`config.mk`:
```
export PLATFORM = sky130hd
export DESIGN_NAME = mul_issue_32
export DESIGN_NICKNAME = d
export VERILOG_FILES = /design/src/rtl/mul_issue_32.sv
export SDC_FILE = /design/constraint.sdc
export NUM_CORES = 1
export LEC_CHECK = 0
export ABC_CLOCK_PERIOD_IN_PS = 7250
export CORE_ASPECT_RATIO = 0.5
export CORE_MARGIN = 4
export CORE_UTILIZATION = 50
export CTS_CLUSTER_SIZE = 24
export DETAILED_ROUTE_END_ITERATION = 7
export GPL_TIMING_DRIVEN = 0
export HOLD_SLACK_MARGIN = 0.05
export PLACE_DENSITY = 0.77
export SETUP_SLACK_MARGIN = 0.3
export SLEW_MARGIN = 15
export SYNTH_ARGS = -nofsm -noshare
export SYNTH_HDL_FRONTEND = slang
export SYNTH_SLANG_ARGS = --single-unit
```
`constraint.sdc`:
```
create_clock -name clk -period 7.25 [get_ports clk]
set_input_delay 0.725 -clock clk [delete_from_list [all_inputs] [get_ports clk]]
set_output_delay 0.725 -clock clk [all_outputs]
set_load 0.01 [all_outputs]
```
`src/rtl/mul_issue_32.sv`:
```
// ---------------------------------------------------------------------------
// mul_issue_32
//
// Issue/retire control stage in front of multiplier_32. Accepts one 32x32
// multiply request at a time over a valid/ready handshake, launches the
// multiplier with a one-cycle start pulse, waits for its done flag, converts
// the signed 64-bit product into the requested result word (low word, or the
// high word for signed x signed, unsigned x unsigned, or signed x unsigned)
// and holds that word on a valid/ready output until the consumer takes it.
//
// Optional build macro:
//   MUL_ISSUE_ZERO_SKIP_EN - when defined, a request with a zero operand
//                            bypasses the multiplier and completes with a
//                            zero result one cycle after acceptance.
//
// Parameters:
//   TAG_W      width of the request tag carried through to the result
//
// Ports:
//   clk        clock, all state updates on the rising edge
//   rst        asynchronous active-low reset
//   flush      synchronous abort of any in-flight op or held result
//   req_valid  request present
//   req_ready  block can accept a request (decoded from state)
//   req_op     00 MUL, 01 MULH, 10 MULHU, 11 MULHSU
//   req_a      operand A
//   req_b      operand B
//   req_tag    request tag
//   res_valid  result present (decoded from state)
//   res_ready  consumer takes the result
//   res_data   result word
//   res_tag    tag belonging to res_data
//   mul_a      multiplier operand A, held from accept until retire
//   mul_b      multiplier operand B, held from accept until retire
//   mul_start  multiplier start pulse (drives the multiplier's rst)
//   mul_ena    multiplier enable
//   mul_p      signed 64-bit product from the multiplier
//   mul_dne    multiplier done
// ---------------------------------------------------------------------------
module mul_issue_32 #(
    parameter int TAG_W = 4
) (
    input  logic             clk,
    input  logic             rst,
    input  logic             flush,
    input  logic             req_valid,
    output logic             req_ready,
    input  logic [1:0]       req_op,
    input  logic [31:0]      req_a,
    input  logic [31:0]      req_b,
    input  logic [TAG_W-1:0] req_tag,
    output logic             res_valid,
    input  logic             res_ready,
    output logic [31:0]      res_data,
    output logic [TAG_W-1:0] res_tag,
    output logic [31:0]      mul_a,
    output logic [31:0]      mul_b,
    output logic             mul_start,
    output logic             mul_ena,
    input  logic [63:0]      mul_p,
    input  logic             mul_dne
);

`ifdef MUL_ISSUE_ZERO_SKIP_EN
    localparam bit ZERO_SKIP = 1'b1;
`else
    localparam bit ZERO_SKIP = 1'b0;
`endif

    localparam logic [1:0] OP_MUL    = 2'b00;
    localparam logic [1:0] OP_MULH   = 2'b01;
    localparam logic [1:0] OP_MULHU  = 2'b10;

    typedef enum logic [2:0] {
        IDLE,
        START,
        WAIT,
        FIX,
        DONE
    } state_t;

    state_t                state;
    logic [1:0]            op_q;
    logic [TAG_W-1:0]      tag_q;
    logic signed [63:0]    prod_p0;
    logic                  accept;
    logic                  zero_op;

    // The multiplier always produces the signed x signed product. A negative
    // operand in two's complement stands for (value - 2^32), so the signed
    // product is short of the unsigned interpretation by 2^32 times the other
    // operand for each operand with its top bit set. Adding that operand back
    // into the high word restores the unsigned (or mixed) high word.
    function automatic logic [31:0] fix_result(
        input logic [1:0]         op,
        input logic signed [63:0] p,
        input logic [31:0]        a,
        input logic [31:0]        b
    );
        logic [31:0] hi;
        logic [31:0] corr_a;
        logic [31:0] corr_b;
        logic [31:0] word;
        hi     = p[63:32];
        corr_a = a[31] ? b : 32'd0;
        corr_b = b[31] ? a : 32'd0;
        case (op)
            OP_MUL:   word = p[31:0];
            OP_MULH:  word = hi;
            OP_MULHU: word = hi + corr_a + corr_b;
            default:  word = hi + corr_b;
        endcase
        return word;
    endfunction

    assign req_ready = (state == IDLE);
    assign res_valid = (state == DONE);
    assign accept    = (state == IDLE) && req_valid && !flush;
    assign zero_op   = (req_a == 32'd0) || (req_b == 32'd0);

    // Control and registered outputs
    always_ff @(posedge clk or negedge rst) begin
        if (!rst) begin
            state     <= IDLE;
            res_data  <= '0;
            res_tag   <= '0;
            mul_a     <= '0;
            mul_b     <= '0;
            mul_start <= 1'b0;
            mul_ena   <= 1'b0;
        end else begin
            mul_ena   <= 1'b1;
            mul_start <= 1'b0;
            if (flush) begin
                state <= IDLE;
            end else begin
                case (state)
                    IDLE: begin
                        if (req_valid) begin
                            mul_a <= req_a;
                            mul_b <= req_b;
                            if (ZERO_SKIP && zero_op) begin
                                res_data <= '0;
                                res_tag  <= req_tag;
                                state    <= DONE;
                            end else begin
                                mul_start <= 1'b1;
                                state     <= START;
                            end
                        end
                    end
                    // A done flag still high from the previous op is visible
                    // here; START never looks at it.
                    START: state <= WAIT;
                    WAIT: begin
                        if (mul_dne) begin
                            state <= FIX;
                        end
                    end
                    FIX: begin
                        res_data <= fix_result(op_q, prod_p0, mul_a, mul_b);
                        res_tag  <= tag_q;
                        state    <= DONE;
                    end
                    DONE: begin
                        if (res_ready) begin
                            state <= IDLE;
                        end
                    end
                    default: state <= IDLE;
                endcase
            end
        end
    end

    // Stage p0: request fields and captured product
    always_ff @(posedge clk) begin
        if (accept) begin
            op_q  <= req_op;
            tag_q <= req_tag;
        end
        if ((state == WAIT) && mul_dne && !flush) begin
            prod_p0 <= $signed(mul_p);
        end
    end

endmodule
```
======== Word level (Yosys, flattened, before mapping) ========
Index checks and enable logic that the tools add are counted.
word-level totals
  flip-flop bits (word level) ............. 175
  input port bits ......................... 140
  output and inout bits ................... 104
  logic and storage cells ................. 44
cells by class
  $add $sub $neg .......................... 3
  equal/unequal tests ..................... 9
  muxes and demuxes ....................... 11
  bitwise operators ....................... 1
  reductions and logical operators ........ 10
operators by type and width
  operator                                                                  count
  32-bit adder                                                              3
  32-bit one-hot mux with 3 select lines                                    1
  32-bit 2-to-1 mux                                                         2
  3-bit one-hot mux with 5 select lines                                     1
  3-bit 2-to-1 mux                                                          4
  3-bit by 2-bit == test with 1-bit output (second input constant)          2
  3-bit inequality test (second input constant)                             2
  3-bit AND reduction                                                       2
  1-bit logical AND                                                         4
  3-bit by 1-bit == test with 1-bit output (second input constant)          1
  3-bit == test (second input constant)                                     1
  3-bit zero test                                                           1
  1-bit 2-to-1 mux                                                          3
  3-bit by 2-bit inequality test with 1-bit output (second input constant)  1
  2-bit by 1-bit == test with 1-bit output (second input constant)          1
  2-bit == test (second input constant)                                     1
  2-bit zero test                                                           1
  2-bit AND reduction                                                       1
  1-bit zero test                                                           1
  1-bit NOT                                                                 1

======== Depth between registers and ports, before layout ========
Gate-level depths: netlist of run 1.
  depth after elaboration ................. 4
  gate-level depth with buffers ........... 15

======== Worst setup path after synthesis of run 1 ========
No wires, ideal clock.
  path type ............................... reg2reg
  from .................................... register mul_b[31]
  to ...................................... register res_data[31]
  setup time .............................. 0.084 ns
  data arrival time ....................... 3.859 ns
  required time ........................... 7.166 ns
  path slack .............................. 3.307 ns
  stages on the path, launching flop included .. 16
  period minus slack after synthesis ...... 3.943 ns
  cells stage by stage .................... dfrtp_1 -> clkbuf_1 -> nand2_1 -> inv_1 -> fa_1 -> ha_1 -> fa_1 -> a211oi_1 -> o21ai_0 -> a21oi_1 -> a21oi_2 -> a21oi_2 -> o21ai_2 -> a211o_1 -> or4_4 -> a41oi_2
between the ends
  longest elaborated chain between the ends .. 4
RTL lines
  element                                     RTL line  text
  from (decl)                                 57        output logic [31:0] mul_b,
  from (signal assigned)                      141       mul_b <= req_b;
  32-bit 2-to-1 mux                           105       corr_a = a[31] ? b : 32'd0;
  32-bit adder (2 in series)                  110       OP_MULHU: word = hi + corr_a + corr_b;
  32-bit one-hot mux with 3 select lines (*)  107       case (op)
  to (signal assigned)                        161       res_data <= fix_result(op_q, prod_p0, mul_a, mul_b);
  to (decl)                                   54        output logic [31:0] res_data,
Every way passes the cells marked *; elsewhere a longest branch is shown, timed or not.
A chain may end at the register's enable or synchronous reset.

======== Final worst setup path of run 1 ========
Ends and elaborated chain as after synthesis.

==> results of run 1 <==
==> area by class of cell <==
cell class                      instances  share of cell area, %
Buffer                                 40                  1.058
Tap cell                              292                  2.553
Timing Repair Buffer                  245                  17.34
Sequential cell                       175                  33.05
Clock inverter                          8                 0.9005
Inverter                               14                 0.3672
Multi-Input combinational cell        856                  41.37
Clock buffer                           24                  3.366
==> logic make-up after synthesis <==
family                   synth area share (%)
AND/OR/NAND/NOR                         18.72
AO/OA/AOI/OAI                           12.94
flip-flops                              43.59
adder cells (fa/ha/maj)                 13.12
buffers and inverters                   1.868
XOR/XNOR                                3.875
multiplexers                            5.847
other                                 0.03456
==> registers in the layout, indices dropped and copies added, names as in the netlist <==
name       cells
mul_b         32
op_q           2
res_tag        4
res_data      32
prod_p0       64
mul_start      1
state          3
tag_q          4
mul_a         32
mul_ena        1
==> how the worst max path moves through the flow <==
stage               cells past startpoint            to       from  slack (ns)
floorplan                              15  res_data[31]  mul_b[31]        3.31
global placement                        1     mul_a[12]        rst        1.29
detailed placement                     15  res_data[31]  mul_b[31]        2.12
CTS                                    15  res_data[31]  mul_b[31]        2.11
global route                           15  res_data[31]  mul_b[31]        1.84
finish                                 15  res_data[31]  mul_b[31]        2.01
==> routing by layer <==
| layer | vias to the layer above | GRT usage, % | part of all wire [%] |
|---|---|---|---|
| met4 | 0 | 8.010 | 2.4 |
| met1 | 4616 | 39.43 | 43 |
| met3 | 62 | 7.925 | 8.7 |
| met5 | - | 0 | 0 |
| li1 | 4340 | - | - |
| met2 | 423 | 45.40 | 46 |
==> report_power, final <==
| group | total, mW | leakage (nW) | switching [mW] | internal, mW |
|---|---|---|---|---|
| Clock | 0.966 | 0.295 | 0.395 | 0.571 |
| Sequential | 1.38 | 1.95 | 0.149 | 1.23 |
| Combinational | 2.02 | 4.10 | 1.05 | 0.968 |
| Total | 4.36 | 6.35 | 1.59 | 2.77 |
==> cells in the final DEF, fill, tap and decap left out, drive strengths merged, types with 10 or more instances in the layout <==
cell,n
a211oi,11
a21o,27
a21oi,61
and2,66
and3,10
clkbuf,59
clkdlybuf4s50,242
dfrtp,105
edfxtp,70
fa,33
ha,61
inv,15
mux2i,15
mux4,17
nand2,291
nand3,10
nor2,40
nor3,10
o21a,11
o21ai,46
o21bai,12
xnor2,27
xor2,21
==> critical path: cells and delay by family, from the launching register on <==
kind            cells  cell delay, ns
compound gates      8            1.84
fa+ha+maj           3            1.21
buf+inv             2            0.80
simple gates        2            0.67
flops               1            0.64
==> stage by stage <==
stage,setup WS (ns),cell area (sq um),total power [mW],util (%)
final,2.008,14310,4.362,68.39
after detailed placement,2.125,13700,3.367,65.47
after CTS,2.107,14310,4.352,68.39
after floorplan,3.308,10850,2.526,-
after global placement,1.291,13650,3.311,65.22
after global routing,1.837,14310,4.609,68.39
==> summary.txt, run 1 <==
Synth
  – Distinct cells, synth: 66
  – Area contributors post-synth: dfrtp_1 24%, edfxtp_1 19%, nand2_1 10%, ha_1 7.0%, fa_1 6.1%
  – Async SR Flop Fraction: 60.00%
  – #FFs+latches synth: 175
  – Mapped cell area: 10850 sq um
  – Seq/Total Area, Yosys: 43.59%
  – Synth top cells by count: 291 x nand2_1, 105 x dfrtp_1, 70 x edfxtp_1, 65 x and2_1, 61 x ha_1
  – Yosys top cell by area: dfrtp_1
  – YS warnings: 0
  – Mapped Cells: 1085
  – Avg Inst Size Synth: 9.999 sq um
  – Syn nets: 1319
  – Most common cell in the netlist: nand2_1
  – Area fraction of the dominant cell type after synthesis: 24.22%
  – Post-synth EDFFs: 70
  – Predominant post-synthesis flop cell: dfrtp_1

Die
  – Die Ht: 112.2 um
  – Core area: 20930 sq um
  – IO Count: 244
  – Initial Utilization: 51.85%
  – Die area: 24260 sq um
  – Die width: 216.3 um
  – Rows: 37

Clock tree
  – H-tree depth: 4
  – Largest buffer count on any clock path: 2
  – Post_cts resized: 0
  – # Post-CTS Setup Buffers: 0
  – Hold Buf Count CTS: 0
  – Clock root buffer: clkbuf_16
  – Clk_lat worst skew: 0.45 ns
  – CTS tree: done
  – CTS buffer count: 17
  – Sink Count: 175
  – Worst-path clk slew: 0.07 ns

STA
  – Fin crit period: 5.242 ns
  – Max Slew Vio Count: 0
  – Fin. Hold Viols: 0
  – RSZ-0062 raised after global routing: false
  – Final Cycle Share: 72.30%
  – Fmax: 190.8 MHz
  – Slew @ Worst Pin: 1.076 ns
  – # setup viols final: 0
  – Hold slack: 0.1244 ns
  – Relative slew slack: 28.24%
  – Setup TNS: 0 ns
  – Clock skew: 0.01380 ns

Place
  – Dpl cells: 1622
  – Detail Placement HPWL: 26630 um
  – IO buf count: 243
  – GPL Wtd Cong: 1.054

Detailed routing
  – Antenna Nets Post-Route: 0
  – DRC viols: 0
  – Avg Vias per Cell: 5.708
  – DR vias: 9441
  – Routed Wire Length: 34420 um
  – Number of DRC markers in iteration 0: 893
  – DRT Pass-1 Iters: 5
  – WL/cell: 20.81 um

GRT
  – Initial antenna violation count: 0
  – Total GRT Usage: 28.72%
  – First-pass GRT wire length: 53530 um
  – Gr ovfl total: 0
  – Via count of the first global-routing pass: 9505
  – Largest net degree at the start of global routing: 83

Worst setup path
  – Worst Setup Path Type: flop to flop
  – Slowest cell delay on critical path: 0.65 ns
  – Crit Reg-Reg Startpoint: mul_b[31]
  – Worst r2r dst: res_data[31]
  – CP endpoint kind: flop
  – Critical path peak fanout: 10
  – Worst-path cell chain: clkbuf_1, nand2_1, inv_1, fa_1, ha_1, fa_1, a211oi_1, o21ai_0, a21oi_1, a21oi_2, a21oi_2, o21ai_2, a211o_1, or4_4, a41oi_2
  – R2R Setup Slk: 2.01 ns
  – Crit path DAT: 5.62 ns
  – CP startpoint kind: flop
  – Slowest CP cell: clkbuf_1
  – Worst-case reg-to-reg path depth: 15
  – Critical Path RT: 7.62 ns

Outcome
  – Run status: complete, no violations

Power and ir drop
  – Pwr dens: 304.8 nW/um^2
  – Pleak: 6.353 nW
  – VDD IR max: 0.1986 mV

Cells and area
  – Share of layout cells above drive strength 1: 5.140%
  – Inserted Diodes: 0
  – Layout Nets: 1583
  – FILL cells: 1634
  – Reg area: 4730 sq um
  – Area occupied by multi-input gates: 5921 sq um
  – P&R area growth vs syn: 31.91%
  – Fin cells: 1654

Min path
  – HP Class: primary input to asynchronous set/reset pin

Flow run
  – Max-Cap Viols: 0
Note: power is estimated with default switching activity, not from simulation.
==> run 2: changes to the inputs <==
- ABC_CLOCK_PERIOD_IN_PS: 7250 -> 4500
- CORE_UTILIZATION: 50 -> 47
- PLACE_DENSITY: 0.77 -> 0.76
- clock period: 7.25 -> 4.5 ns (I/O delays scaled with it)
==> run 2 against run 1 <==
Against the previous run: critical path depth did not move; core utilization is 2.8 points lower; combinational power up 67%; flip-flop and latch count did not move; global-route usage fell by 0.97 points; register-to-register slack worse by 1.6 ns; clock-buffer cell count shrank 6; maximum frequency up 28%; critical path type unchanged; critical endpoint unchanged.
==> summary.txt, run 2 (synthesis results as in run 1) <==
Cells and area
  – Commonest cells after routing, fill and taps aside: 291 x nand2_1, 242 x clkdlybuf4s50_1, 103 x dfrtp_1
  – Final core utilization: 65.60%
  – Layout Nets: 1595
  – Biggest register: prod_p0
  – Max reg flops: 64
  – FILL cells: 1800
  – P&R area growth vs syn: 33.98%
  – Design area: 14540 sq um
  – Commonest non-fill, non-tap cell in the layout: nand2_1
  – Share of layout cells above drive strength 1: 7.787%

Clock tree
  – H-tree depth: 4
  – Clock root buffer: clkbuf_16
  – CTS buffer count: 17
  – CTS tree: done
  – Largest buffer count on any clock path: 2
  – Clk_lat worst skew: 0.46 ns
  – Worst-path clk slew: 0.07 ns
  – Sink Count: 175

Flow run
  – Max-Cap Viols: 0

Worst setup path
  – Worst Setup Path Type: flop to flop
  – Critical Path RT: 4.87 ns
  – Critical path peak fanout: 8
  – Slowest CP cell: dfrtp_2
  – CP startpoint kind: flop
  – Worst-path cell chain: clkbuf_16, nand2_1, inv_2, fa_1, ha_4, fa_2, a211oi_4, o21ai_2, a21oi_2, a21oi_4, a21oi_4, o21ai_2, a211o_1, or4_4, a41oi_2
  – CP endpoint kind: flop
  – Slowest cell delay on critical path: 0.49 ns
  – Crit path DAT: 4.47 ns

STA
  – Post-route worst setup slack: 0.3974 ns
  – Fin crit period: 4.103 ns
  – Max Slew Vio Count: 0
  – Fmax: 243.7 MHz
  – Clock skew: 0.01225 ns
  – Relative slew slack: 26.23%
  – Final Cycle Share: 91.17%
  – Hold slack: 0.4450 ns
  – Slew @ Worst Pin: 1.107 ns
  – # setup viols final: 0
  – Fin. Hold Viols: 0
  – RSZ-0062 raised after global routing: false

Die
  – IO Count: 244
  – Initial Utilization: 48.97%
  – Die area: 25730 sq um
  – Core area: 22160 sq um
  – Die Ht: 115.4 um
  – Rows: 38
  – Die width: 222.9 um

Power and ir drop
  – Comb power frac: 47.6%
  – P_int: 4.451 mW
  – VDD IR max: 0.3049 mV
  – Sw power: 2.639 mW
  – Pwr dens: 487.8 nW/um^2
  – Sw Ratio: 37.22%
  – Clk pwr share: 21.0%
  – Pleak: 6.430 nW
  – Sequential power share: 31.4%

GRT
  – Via count of the first global-routing pass: 9437
  – First-pass GRT wire length: 54300 um
  – Largest net degree at the start of global routing: 60
  – Total GRT Usage: 27.76%
  – Gr ovfl total: 0
  – Initial antenna violation count: 2

Place
  – Placed cell area: 13710 sq um
  – Worst slack, placed: -0.7836 ns
  – IO buf count: 243
  – GPL Wtd Cong: 0.9593
  – Detail Placement HPWL: 27870 um

Detailed routing
  – Antenna Nets Post-Route: 0
  – Routed Wire Length: 35910 um
  – DRT Pass-1 Iters: 5
  – DR vias: 9456
  – DRC viols: 0
  – Number of DRC markers in iteration 0: 756
  – WL/cell: 21.44 um
  – Avg Vias per Cell: 5.645

Outcome
  – Run status: complete, no violations

Min path
  – HP Class: flop to flop
==> run 2: final timing paths <==
path,cells after the start,start,end,slack [ns]
min in group asynchronous,2,rst,mul_b[29],0.56
hold / removal,2,tag_q[1],res_tag[1],0.44
max in group asynchronous,3,rst,res_data[15],3.25
hold reg to reg,2,tag_q[1],res_tag[1],0.44
setup reg to reg,15,mul_b[31],res_data[31],0.40
setup / recovery,15,mul_b[31],res_data[31],0.40
==> run 2: routing by layer <==
metal,GRT usage (%),up-vias,wire [um]
li1,-,4351,-
met1,39.11,4693,16040
met2,43.57,355,16470
met3,6.606,57,2579
met4,8.289,0,819
met5,0,-,0
==> run 2: what timing repair did <==
action	4_1_cts	5_1_grt
resized for setup	22	18
endpoints found under the hold margin	58	0
endpoints found under the setup margin	24	13
hold buffers	1	0
setup buffers	5	6
pin swaps	4	11
==> run 2: final cells by class <==
| type | instances | area [sq um] | share of cell area (%) |
|---|---|---|---|
| multi-input cells | 856 | 6023 | 41.44 |
| flip-flops and latches | 175 | 4732 | 32.56 |
| repair buffers | 257 | 2574 | 17.71 |
| clock buffers | 18 | 439.2 | 3.021 |
| well taps | 300 | 375.4 | 2.582 |
| plain buffers | 40 | 195.2 | 1.343 |
| clock inverters | 14 | 141.4 | 0.9727 |
| inverters | 14 | 52.55 | 0.3615 |
| diodes | 1 | 2.502 | 0.01722 |
==> run 2: per-stage QoR <==
| step | TNS (ns) | std cells | power, mW |
|---|---|---|---|
| global route | 0 | 1675 | 7.497 |
| finish | 0 | 1675 | 7.090 |
| global placement | -139.62 | 1628 | 5.382 |
| floorplan | 0 | 1085 | 4.070 |
| detailed placement | -6.372 | 1630 | 5.447 |
| CTS | 0 | 1668 | 7.024 |
==> run 2: power groups by stage <==
stage	clock network (mW)	logic [mW]	registers, mW
floorplan	0	1.74	2.34
global placement	0	3.13	2.25
detailed placement	0	3.19	2.26
CTS	1.51	3.29	2.23
global route	1.57	3.65	2.27
finish	1.49	3.37	2.23
==> run 2: critical path: cells and delay by family (launching register included) <==
family	cells	cell delay (ns)
buffers and inverters	2	0.27
and+or+nand+nor	2	0.60
DFF	1	0.49
AOI/OAI and AO/OA	8	1.57
adders and majority gates	3	1.07
